--- src/rtl/mem_arb_pkg.sv ---
// Shared types and constants for the single-port memory arbiter.
// Port ids, arbitration policy codes and the request bundle.
package mem_arb_pkg;

    localparam int ARB_AW    = 11;
    localparam int ARB_DW    = 32;
    localparam int ARB_BYTES = ARB_DW / 8;

    localparam int PRIO_RR    = 0;
    localparam int PRIO_FIXED = 1;

    typedef logic port_id_t;

    typedef struct packed {
        logic [ARB_AW-1:0]    addr;
        logic [ARB_DW-1:0]    wdata;
        logic [ARB_BYTES-1:0] wen;
    } mem_req_t;

endpackage

--- src/rtl/mem_rsp_fifo.sv ---
// Two-entry first-word-fall-through response FIFO.
// Output data comes straight from registers and holds while not popped.
module mem_rsp_fifo #(
    parameter int DATA_WIDTH = 32
) (
    input  logic                  clk,
    input  logic                  rst_n,
    input  logic                  push_i,
    input  logic [DATA_WIDTH-1:0] push_data_i,
    input  logic                  pop_i,
    output logic                  valid_o,
    output logic [DATA_WIDTH-1:0] data_o,
    output logic [1:0]            count_o
);

    logic [DATA_WIDTH-1:0] mem_q [2];
    logic                  wr_q, wr_d;
    logic                  rd_q, rd_d;
    logic [1:0]            count_q, count_d;
    logic                  pop;

    assign valid_o = (count_q != 2'd0);
    assign pop     = pop_i & valid_o;
    assign data_o  = mem_q[rd_q];
    assign count_o = count_q;

    always_comb begin
        wr_d    = wr_q ^ push_i;
        rd_d    = rd_q ^ pop;
        count_d = count_q + {1'b0, push_i} - {1'b0, pop};
    end

    always_ff @(posedge clk or negedge rst_n) begin
        if (!rst_n) begin
            wr_q    <= 1'b0;
            rd_q    <= 1'b0;
            count_q <= 2'd0;
        end else begin
            wr_q    <= wr_d;
            rd_q    <= rd_d;
            count_q <= count_d;
        end
    end

    // When full, a same-cycle pop frees exactly the slot being written.
    always_ff @(posedge clk) begin
        if (push_i) begin
            mem_q[wr_q] <= push_data_i;
        end
    end

    ovf_a: assert property (@(posedge clk) disable iff (!rst_n)
        !(push_i && !pop && count_q == 2'd2));

endmodule

--- src/rtl/mem_sp_arbiter.sv ---
// Two-port arbiter/sequencer for a 1-cycle-latency single-port memory.
// Port 0 is instruction fetch, port 1 is data; reads return via per-port FIFOs.
module mem_sp_arbiter
    import mem_arb_pkg::*;
#(
    parameter int ADDR_WIDTH = 11,
    parameter int DATA_WIDTH = 32,
    parameter int DATA_BYTES = DATA_WIDTH / 8,
    parameter int PRIO_MODE  = 0
) (
    input  logic                  clk,
    input  logic                  rst_n,
    input  logic                  i_p0_req_valid,
    output logic                  o_p0_req_ready,
    input  logic [ADDR_WIDTH-1:0] i_p0_addr,
    input  logic [DATA_WIDTH-1:0] i_p0_wdata,
    input  logic [DATA_BYTES-1:0] i_p0_wen,
    output logic                  o_p0_rsp_valid,
    input  logic                  i_p0_rsp_ready,
    output logic [DATA_WIDTH-1:0] o_p0_rsp_rdata,
    input  logic                  i_p1_req_valid,
    output logic                  o_p1_req_ready,
    input  logic [ADDR_WIDTH-1:0] i_p1_addr,
    input  logic [DATA_WIDTH-1:0] i_p1_wdata,
    input  logic [DATA_BYTES-1:0] i_p1_wen,
    output logic                  o_p1_rsp_valid,
    input  logic                  i_p1_rsp_ready,
    output logic [DATA_WIDTH-1:0] o_p1_rsp_rdata,
    output logic [ADDR_WIDTH-1:0] o_mem_addr,
    output logic [DATA_WIDTH-1:0] o_mem_wdata,
    output logic [DATA_BYTES-1:0] o_mem_wen,
    input  logic [DATA_WIDTH-1:0] i_mem_rdata
);

    typedef struct packed {
        logic [ADDR_WIDTH-1:0] addr;
        logic [DATA_WIDTH-1:0] wdata;
        logic [DATA_BYTES-1:0] wen;
    } req_t;

    logic     inflight_q, inflight_d;
    port_id_t inflight_port_q, inflight_port_d;
    port_id_t ptr_q, ptr_d;

    logic [1:0] cnt0, cnt1;
    logic       pop0, pop1;
    logic       push0, push1;
    logic [2:0] used0, used1;
    logic [1:0] elig;
    logic       gnt_any;
    port_id_t   gnt_port;
    req_t       req0, req1, sel;

    assign req0 = '{addr: i_p0_addr, wdata: i_p0_wdata, wen: i_p0_wen};
    assign req1 = '{addr: i_p1_addr, wdata: i_p1_wdata, wen: i_p1_wen};

    assign pop0  = o_p0_rsp_valid & i_p0_rsp_ready;
    assign pop1  = o_p1_rsp_valid & i_p1_rsp_ready;
    assign push0 = inflight_q & (inflight_port_q == 1'b0);
    assign push1 = inflight_q & (inflight_port_q == 1'b1);

    // Read credits: queued + in flight - leaving this cycle must stay below 2.
    assign used0 = {1'b0, cnt0} + {2'b0, push0} - {2'b0, pop0};
    assign used1 = {1'b0, cnt1} + {2'b0, push1} - {2'b0, pop1};

    assign elig[0] = rst_n & i_p0_req_valid & ((|i_p0_wen) | (used0 < 3'd2));
    assign elig[1] = rst_n & i_p1_req_valid & ((|i_p1_wen) | (used1 < 3'd2));

    always_comb begin
        gnt_any  = 1'b1;
        gnt_port = 1'b0;
        unique case (elig)
            2'b11:   gnt_port = (PRIO_MODE == PRIO_FIXED) ? 1'b1 : ptr_q;
            2'b10:   gnt_port = 1'b1;
            2'b01:   gnt_port = 1'b0;
            default: gnt_any  = 1'b0;
        endcase
    end

    always_comb begin
        ptr_d           = (elig == 2'b11) ? ~gnt_port : ptr_q;
        sel             = gnt_port ? req1 : req0;
        inflight_d      = gnt_any & ~(|sel.wen);
        inflight_port_d = gnt_port;
    end

    always_comb begin
        o_p0_req_ready = gnt_any & (gnt_port == 1'b0);
        o_p1_req_ready = gnt_any & (gnt_port == 1'b1);
        o_mem_addr     = i_p0_addr;
        o_mem_wdata    = '0;
        o_mem_wen      = '0;
        if (gnt_any) begin
            o_mem_addr  = sel.addr;
            o_mem_wdata = sel.wdata;
            o_mem_wen   = sel.wen;
        end
    end

    always_ff @(posedge clk or negedge rst_n) begin
        if (!rst_n) begin
            inflight_q      <= 1'b0;
            inflight_port_q <= 1'b0;
            ptr_q           <= 1'b0;
        end else begin
            inflight_q      <= inflight_d;
            inflight_port_q <= inflight_port_d;
            ptr_q           <= ptr_d;
        end
    end

    mem_rsp_fifo #(.DATA_WIDTH(DATA_WIDTH)) u_fifo0 (
        .clk         (clk),
        .rst_n       (rst_n),
        .push_i      (push0),
        .push_data_i (i_mem_rdata),
        .pop_i       (i_p0_rsp_ready),
        .valid_o     (o_p0_rsp_valid),
        .data_o      (o_p0_rsp_rdata),
        .count_o     (cnt0)
    );

    mem_rsp_fifo #(.DATA_WIDTH(DATA_WIDTH)) u_fifo1 (
        .clk         (clk),
        .rst_n       (rst_n),
        .push_i      (push1),
        .push_data_i (i_mem_rdata),
        .pop_i       (i_p1_rsp_ready),
        .valid_o     (o_p1_rsp_valid),
        .data_o      (o_p1_rsp_rdata),
        .count_o     (cnt1)
    );

endmodule

--- config.mk ---
export PLATFORM = sky130hd
export DESIGN_NAME = mem_sp_arbiter
export DESIGN_NICKNAME = d
export VERILOG_FILES = /design/src/rtl/mem_arb_pkg.sv /design/src/rtl/mem_rsp_fifo.sv /design/src/rtl/mem_sp_arbiter.sv
export SDC_FILE = /design/constraint.sdc
export NUM_CORES = 1
export LEC_CHECK = 0
export CAP_MARGIN = 20
export CORE_ASPECT_RATIO = 0.75
export CORE_MARGIN = 5
export CORE_UTILIZATION = 43
export CTS_CLUSTER_SIZE = 25
export DETAILED_ROUTE_END_ITERATION = 8
export PLACE_DENSITY = 0.81
export SLEW_MARGIN = 20
export SYNTH_ARGS = -nofsm -noshare
export SYNTH_HDL_FRONTEND = slang
export SYNTH_SLANG_ARGS = --single-unit
export TNS_END_PERCENT = 50
--- constraint.sdc ---
create_clock -name clk -period 5.5 [get_ports clk]
set_clock_uncertainty 0.2 [all_clocks]
set_input_delay 1.375 -clock clk [delete_from_list [all_inputs] [get_ports clk]]
set_output_delay 1.375 -clock clk [all_outputs]
set_load 0.005 [all_outputs]
== Word level (Yosys, flattened, before mapping) ==
Memory sizes are Yosys's and may differ from the RTL's.
Cells that the tools add are included.

* Register bits after elaboration: 11
* Bits in latches: 0
* Bits in writable memories: 128
* Bits in read-only memories: 0
* Input port bits: 132
* Output and inout port bits: 115
* Word-level logic and storage cells: 60
* Memories: 2

* Add/subtract/negate cells: 8
* $mul: 0
* Divide/modulo/power cells: 0
* $lt $le $gt $ge: 2
* Eq/ne operators: 3
* Shifts and indexed selects: 0
* Multiplexer cells: 10
* Bitwise operators: 20
* Reductions and logical operators: 6

{| class="wikitable"
|+ Memories
! name !! depth !! bits a word !! read ports !! clocked after Yosys merged registers in !! wr ports !! RTL line !! RTL
|-
| u_fifo0.mem_q || 2 || 32 || 1 || 0 || 1 || mem_rsp_fifo.sv:16 || <nowiki>logic [DATA_WIDTH-1:0] mem_q [2];</nowiki>
|-
| u_fifo1.mem_q || 2 || 32 || 1 || 0 || 1 || mem_rsp_fifo.sv:16 ||
|}

{| class="wikitable"
|+ Operators by type and width
! operator !! count
|-
| 2-to-1 mux 47 bit || 1
|-
| 2-to-1 mux 32 bit || 1
|-
| OR reduction 4 bit || 3
|-
| bitwise AND 1 bit || 11
|-
| 2-to-1 mux 11 bit || 1
|-
| adder 2 x 1 -> 3 bit || 2
|-
| < comparator 3 x 2 -> 1 bit (second input constant) || 2
|-
| subtractor 3 x 1 -> 3 bit || 2
|-
| 2-to-1 mux 1 bit || 5
|-
| adder 2 x 1 -> 2 bit || 2
|-
| == test 2 bit (second input constant) || 2
|-
| 2-to-1 mux 4 bit || 1
|-
| nonzero test 2 bit || 2
|-
| subtractor 2 x 1 -> 2 bit || 2
|-
| bitwise XOR 1 bit || 4
|-
| NOT 1 bit || 3
|-
| OR reduction 3 bit || 1
|-
| == test 2 x 1 -> 1 bit (second input constant) || 1
|-
| OR 1 bit || 2
|-
| case mux 1 bit (2 select lines) || 1
|}

== Longest topological paths before layout ==
* Depth in word-level cells: 13
* Depth in mapped cells: 13
* Gate-level depth less buffers: 11

== Modules after synthesis ==
From an unflattened synthesis, not the netlist that was laid out.

* Cells, all modules: 326
* Area, all modules: 6202.2 um^2

{| class="wikitable"
|+ Modules (own cells, without submodules)
! module !! instances !! cells each !! area an instance (um^2) !! seq. area each (um^2)
|-
| mem_rsp_fifo || 2 || 117 || 2667.6 || 2021.9
|-
| mem_sp_arbiter || 1 || 92 || 867.1 || 75.1
|}

== Worst setup path before layout ==
Ideal clock, no wire load.

* Kind: input to output
* Start point: in i_p0_rsp_ready
* End point: out o_mem_wdata[12]
* Arrival: 3.523 ns
* Required time: 3.925 ns
* Setup slack: 0.402 ns
* Cell stages on the path: 11
* Buffers on the path: 2
* Path through: and2_1 > ha_1 > inv_1 > ha_1 > fa_1 > nand3b_1 > o22a_2 > o21a_4 > buf_6 > buf_6 > a22o_1

* Word-level cells in the longest chain between the ends: 9
* Elaborated cells between the ends (all ways): 13
* Those cells by class: add/sub: 1; order compare: 1; eq/ne: 3; mux: 4; bitwise: 3; reduce/logical: 1

{| class="wikitable"
|+ Ends and longest elaborated chain
! what !! RTL line !! RTL
|-
| start: declaration || mem_sp_arbiter.sv:19 || <nowiki>input logic i_p0_rsp_ready,</nowiki>
|-
| bitwise AND 1 bit * || mem_sp_arbiter.sv:57 || <nowiki>assign pop0 = o_p0_rsp_valid & i_p0_rsp_ready;</nowiki>
|-
| subtractor 3 x 1 -> 3 bit * || mem_sp_arbiter.sv:63 || <nowiki>assign used0 = {1'b0, cnt0} + {2'b0, push0} - {2'b0, pop0};</nowiki>
|-
| < comparator 3 x 2 -> 1 bit * || mem_sp_arbiter.sv:66 || <nowiki>assign elig[0] = rst_n & i_p0_req_valid & ((|i_p0_wen) | (used0 < 3'd2));</nowiki>
|-
| OR 1 bit * || mem_sp_arbiter.sv:66 ||
|-
| bitwise AND 1 bit * || mem_sp_arbiter.sv:66 ||
|-
| == test 2 bit or == test 2 x 1 -> 1 bit (tied branches) || mem_sp_arbiter.sv:72 || <nowiki>unique case (elig)</nowiki>
|-
| case mux 1 bit (2 select lines) or OR reduction 3 bit (tied branches) || -- ||
|-
| 2-to-1 mux 47 bit or 2-to-1 mux 1 bit (tied branches) || mem_sp_arbiter.sv:82, mem_sp_arbiter.sv:72 ||
|-
| 2-to-1 mux 32 bit * || mem_sp_arbiter.sv:93 || <nowiki>if (gnt_any) begin</nowiki>
|-
| end: declaration || mem_sp_arbiter.sv:30 || <nowiki>output logic [DATA_WIDTH-1:0] o_mem_wdata,</nowiki>
|}

Every way passes the cells marked *; elsewhere a longest branch is shown, timed or not.

== Final worst setup path ==
* Start point: in i_p0_rsp_ready
* End point: out o_mem_wdata[15]

The elaborated chain is that of the path after synthesis.

==> metrics.md <==
| Metric | Value |
|---|---|
| Final setup viols | 3 |
| Pin count of the biggest net entering global routing | 34 |
| Top cell type's share of synthesized area | between 60 and 70% |
| Area growth from synthesis to layout | 60.60% |
| Drt wl/cell | between 20 and 25 um |
| Worst hold-check path type | register to register |
| # clock sinks | 139 |
| Max Slew Vio Count | 0 |
| Post-route cell area | about 9000 um2 |
| Peak VDD IR | roughly 270 uV |
| #FFs+latches synth | 139 |
| Critical Path, Cell by Cell | buf_6, and2_4, ha_4, inv_4, ha_4, fa_1, nand3b_1, o22a_2, buf_6, a21oi_4, buf_12, buf_6, buf_6, a22o_1, buf_2 |
| DP HPWL | approximately 11 mm |
| WS Path Type | input pin to output pin |
| Minimum clock period | 5517 ps |
| Reg2Reg Setup Slack | between 2000 and 2500 ps |
| Gate Count Post-Synth | around 310 |
| Avg Cell Area, Syn | roughly 18 um2 |
| Post-synth EDFFs | around 130 |
| Top_reg_cell synth | edfxtp_1 |
| First-pass GRT wire length | approximately 25 mm |
| Failing checks | setup timing |
| Final Cycle Share | 100.3% |
| Slew @ Worst Pin | a little over 900 ps |
| Pre-CTS WS | -758.4 ps |
| Reg2reg path depth | 15 |
| CP Data Arrival Time | ~4000 ps |
| M1 WL | about 7 mm |
| Leakage power | roughly 3.4 nW |
| Final core utilization | between 70 and 80% |
| Antenna cell count | 0 |
| Area contributors post-synth | edfxtp_1, mux2_2, a22o_1, dfrtp_1, ha_1 |
| Vias in the first global route | approximately 4300 |
| Crit end category | output pin |
| WHS Path Cells | 3 |
| Post-synthesis cell type count | 26 |
| Cell taking the most area after synthesis | edfxtp_1 |
| Final hold violation count | 0 |
| WHS Endpoint | u_fifo0.wr_q$_DFF_PN0_ |
| Gp weighted congestion | 0.7807 |
| Max Cap Viol | 0 |
| Slowest cell on crit path | fa_1 |
| Total CTS buffers | 17 |
| Largest stage delay, worst path | 470 ps |
| Layout cells sized above 1 | between 30% and 40% |
| Die X | 143.8 um |
| Clk buf depth | 2 |
| DR iter-0 viols | a little under 300 |
| Outcome | finished with violations |
| Worst-skew pair later-pin latency | roughly 400 ps |
| Worst setup margin | -16.74 ps |
| Power Dens Cells | slightly above 400 nW/um2 |
| HP Start | u_fifo0.wr_q$_DFF_PN0_ |
| Syn nets | about 460 |
| Pre-Repair DR Iteration Count | 4 |
| Cell Area, Synth | between 5000 and 6000 um2 |
| CP required | between 3000 and 4000 ps |
| Initial Util | between 40% and 50% |
| Max layer used | met4 |
| DRT Wirelength | 17.42 mm |
| Gr usage total | 21.31% |
| H-tree lvl count | 4 |
| Residual DRC count | 0 |
| Startpoint Class | input pin |
| R2R Path Start | u_fifo1.count_o[1]$_DFF_PN0_ |
| Reg-to-reg endpoint | inflight_q$_DFF_PN0_ |
| Fillcell total | ~840 |
| Worst rel slew slack | between 30 and 40% |
| Num rows | 36 |
| Initial antenna violation count | 0 |
| Final nets | 739 |
| Core Area | about 13000 um2 |
| Die Ht | ~110 um |
| Root buffer cell | clkbuf_16 |
| Max Fclk | 181.3 MHz |
| Clock slew at reported path FFs | about 60 ps |
| ANT nets after route | 0 |
| Hold WS | around 450 ps |
| Most used cell, CP | buf_6 |
| Met2 Wirelength | roughly 8.9 mm |
| Placed cell area | 8433 um2 |
| Vias | 3978 |
| Register area share after synthesis | a little under three quarters |
| Met3 WL | ~1.1 mm |
| RSZ-0062 raised after global routing | yes |
| Die area | around 16000 um2 |
| CTS tree | yes |
| TNS Setup | -19.96 ps |
| Hold_buf cts | 0 |
| Port Buffers | 246 |
| Crit Path Max Fanout | 5 |
| # IOs | 247 |
| Yosys warns | 0 |
| Total grt overflow | 0 |
| Async S/R FF share, synth | 7.914% |
| Via density | between 5 and 6 |
==> area by class of cell <==
type                            instances  area, um2  share of cell area, %
Sequential cell                       139       4121                  44.47
Clock buffer                           19      432.9                  4.671
Timing Repair Buffer                  276       2596                  28.01
Inverter                               12      50.05                 0.5400
Clock inverter                         13      190.2                  2.052
Tap cell                              171      214.0                  2.309
Multi-Input combinational cell        151       1663                  17.94
==> critical path, delay by kind of cell <==
kind / cells / cell delay, ps
fa+ha+maj: 3 / 880
buf+inv: 7 / 740
compound gates: 3 / 590
simple gates: 2 / 350
==> repair_timing <==
item                                    CTS  global route
gates resized for setup                 182            16
buffers inserted                         15             3
cloned                                    7             1
endpoints found under the setup margin   49            49
pin swaps                                13            14
==> synthesized netlist by cell type, types with 2 or more instances <==
cell type and n:
xor2_1 2, mux2_2 72, dfrtp_1 11, buf_6 3, nand2_1 5, and2_1 3
clkbuf_1 8, a22o_1 37, ha_1 8, inv_1 12, fa_1 2, buf_4 3
buf_2 3, edfxtp_1 128, mux2_1 3, nand3b_1 2, xnor2_1 3
==> routing by layer <==
metal	GRT usage (%)	up-vias
met5	0	-
met4	6.317	0
met3	4.657	18
met1	29.64	2000
met2	34.09	141
li1	-	1819
==> how the worst max path moves through the flow <==
stage	slack, ps	to	from	cells after the start
6_report	-20	o_mem_wdata[15]	i_p0_rsp_ready	15
2_1_floorplan	400	o_mem_wdata[12]	i_p0_rsp_ready	11
4_1_cts	10	o_mem_wdata[17]	i_p1_rsp_ready	15
5_1_grt	-60	o_mem_wdata[16]	i_p0_rsp_ready	15
3_5_place_dp	-760	o_mem_addr[6]	i_p1_rsp_ready	11
3_3_place_gp	-600	o_mem_addr[2]	i_p1_rsp_ready	11
==> per-stage QoR <==
step,std cells,total power [mW]
5_1_grt,781,4.004
2_1_floorplan,314,1.830
3_3_place_gp,724,2.492
6_report,781,3.831
3_5_place_dp,724,2.510
4_1_cts,778,3.831
==> kinds of logic (layout without fill, tap and decap cells) <==
kind of cell | Yosys count | count (layout) | synth area share, %
flops | 139 | 139 | 71.38
mux | 75 | 75 | 14.64
compound gates | 43 | 48 | 6.657
buf+inv | 29 | 320 | 2.537
simple gates | 13 | 13 | 1.605
fa+ha+maj | 10 | 10 | 2.429
xor+xnor | 5 | 5 | 0.7590
==> power by group <==
| group | switching, mW | total (mW) | internal (mW) |
|---|---|---|---|
| registers | 0.146 | 1.35 | 1.21 |
| clock network | 0.421 | 1.18 | 0.764 |
| logic | 0.472 | 1.29 | 0.821 |
| total | 1.04 | 3.83 | 2.79 |
==> registers in the layout, summed over array words and instances, names as in the netlist <==
register	cells
inflight_port_q	1
inflight_q	1
ptr_q	1
u_fifo0.count_o	2
u_fifo0.mem_q	64
u_fifo0.rd_q	1
u_fifo0.wr_q	1
u_fifo1.count_o	2
u_fifo1.mem_q	64
u_fifo1.rd_q	1
u_fifo1.wr_q	1
==> cells in the final DEF (no fill, tap or decap), drive strengths merged, types with 3 or more instances in the layout <==
cell type,instances
dlygate4sd2,7
ha,8
clkdlybuf4s50,196
bufinv,4
edfxtp,128
xnor2,3
clkbuf,28
and2,3
nand2,5
o21a,7
buf,62
dfrtp,11
clkinv,5
a22o,37
mux2,75
inv,15
Power figures use the tool's default switching activity.
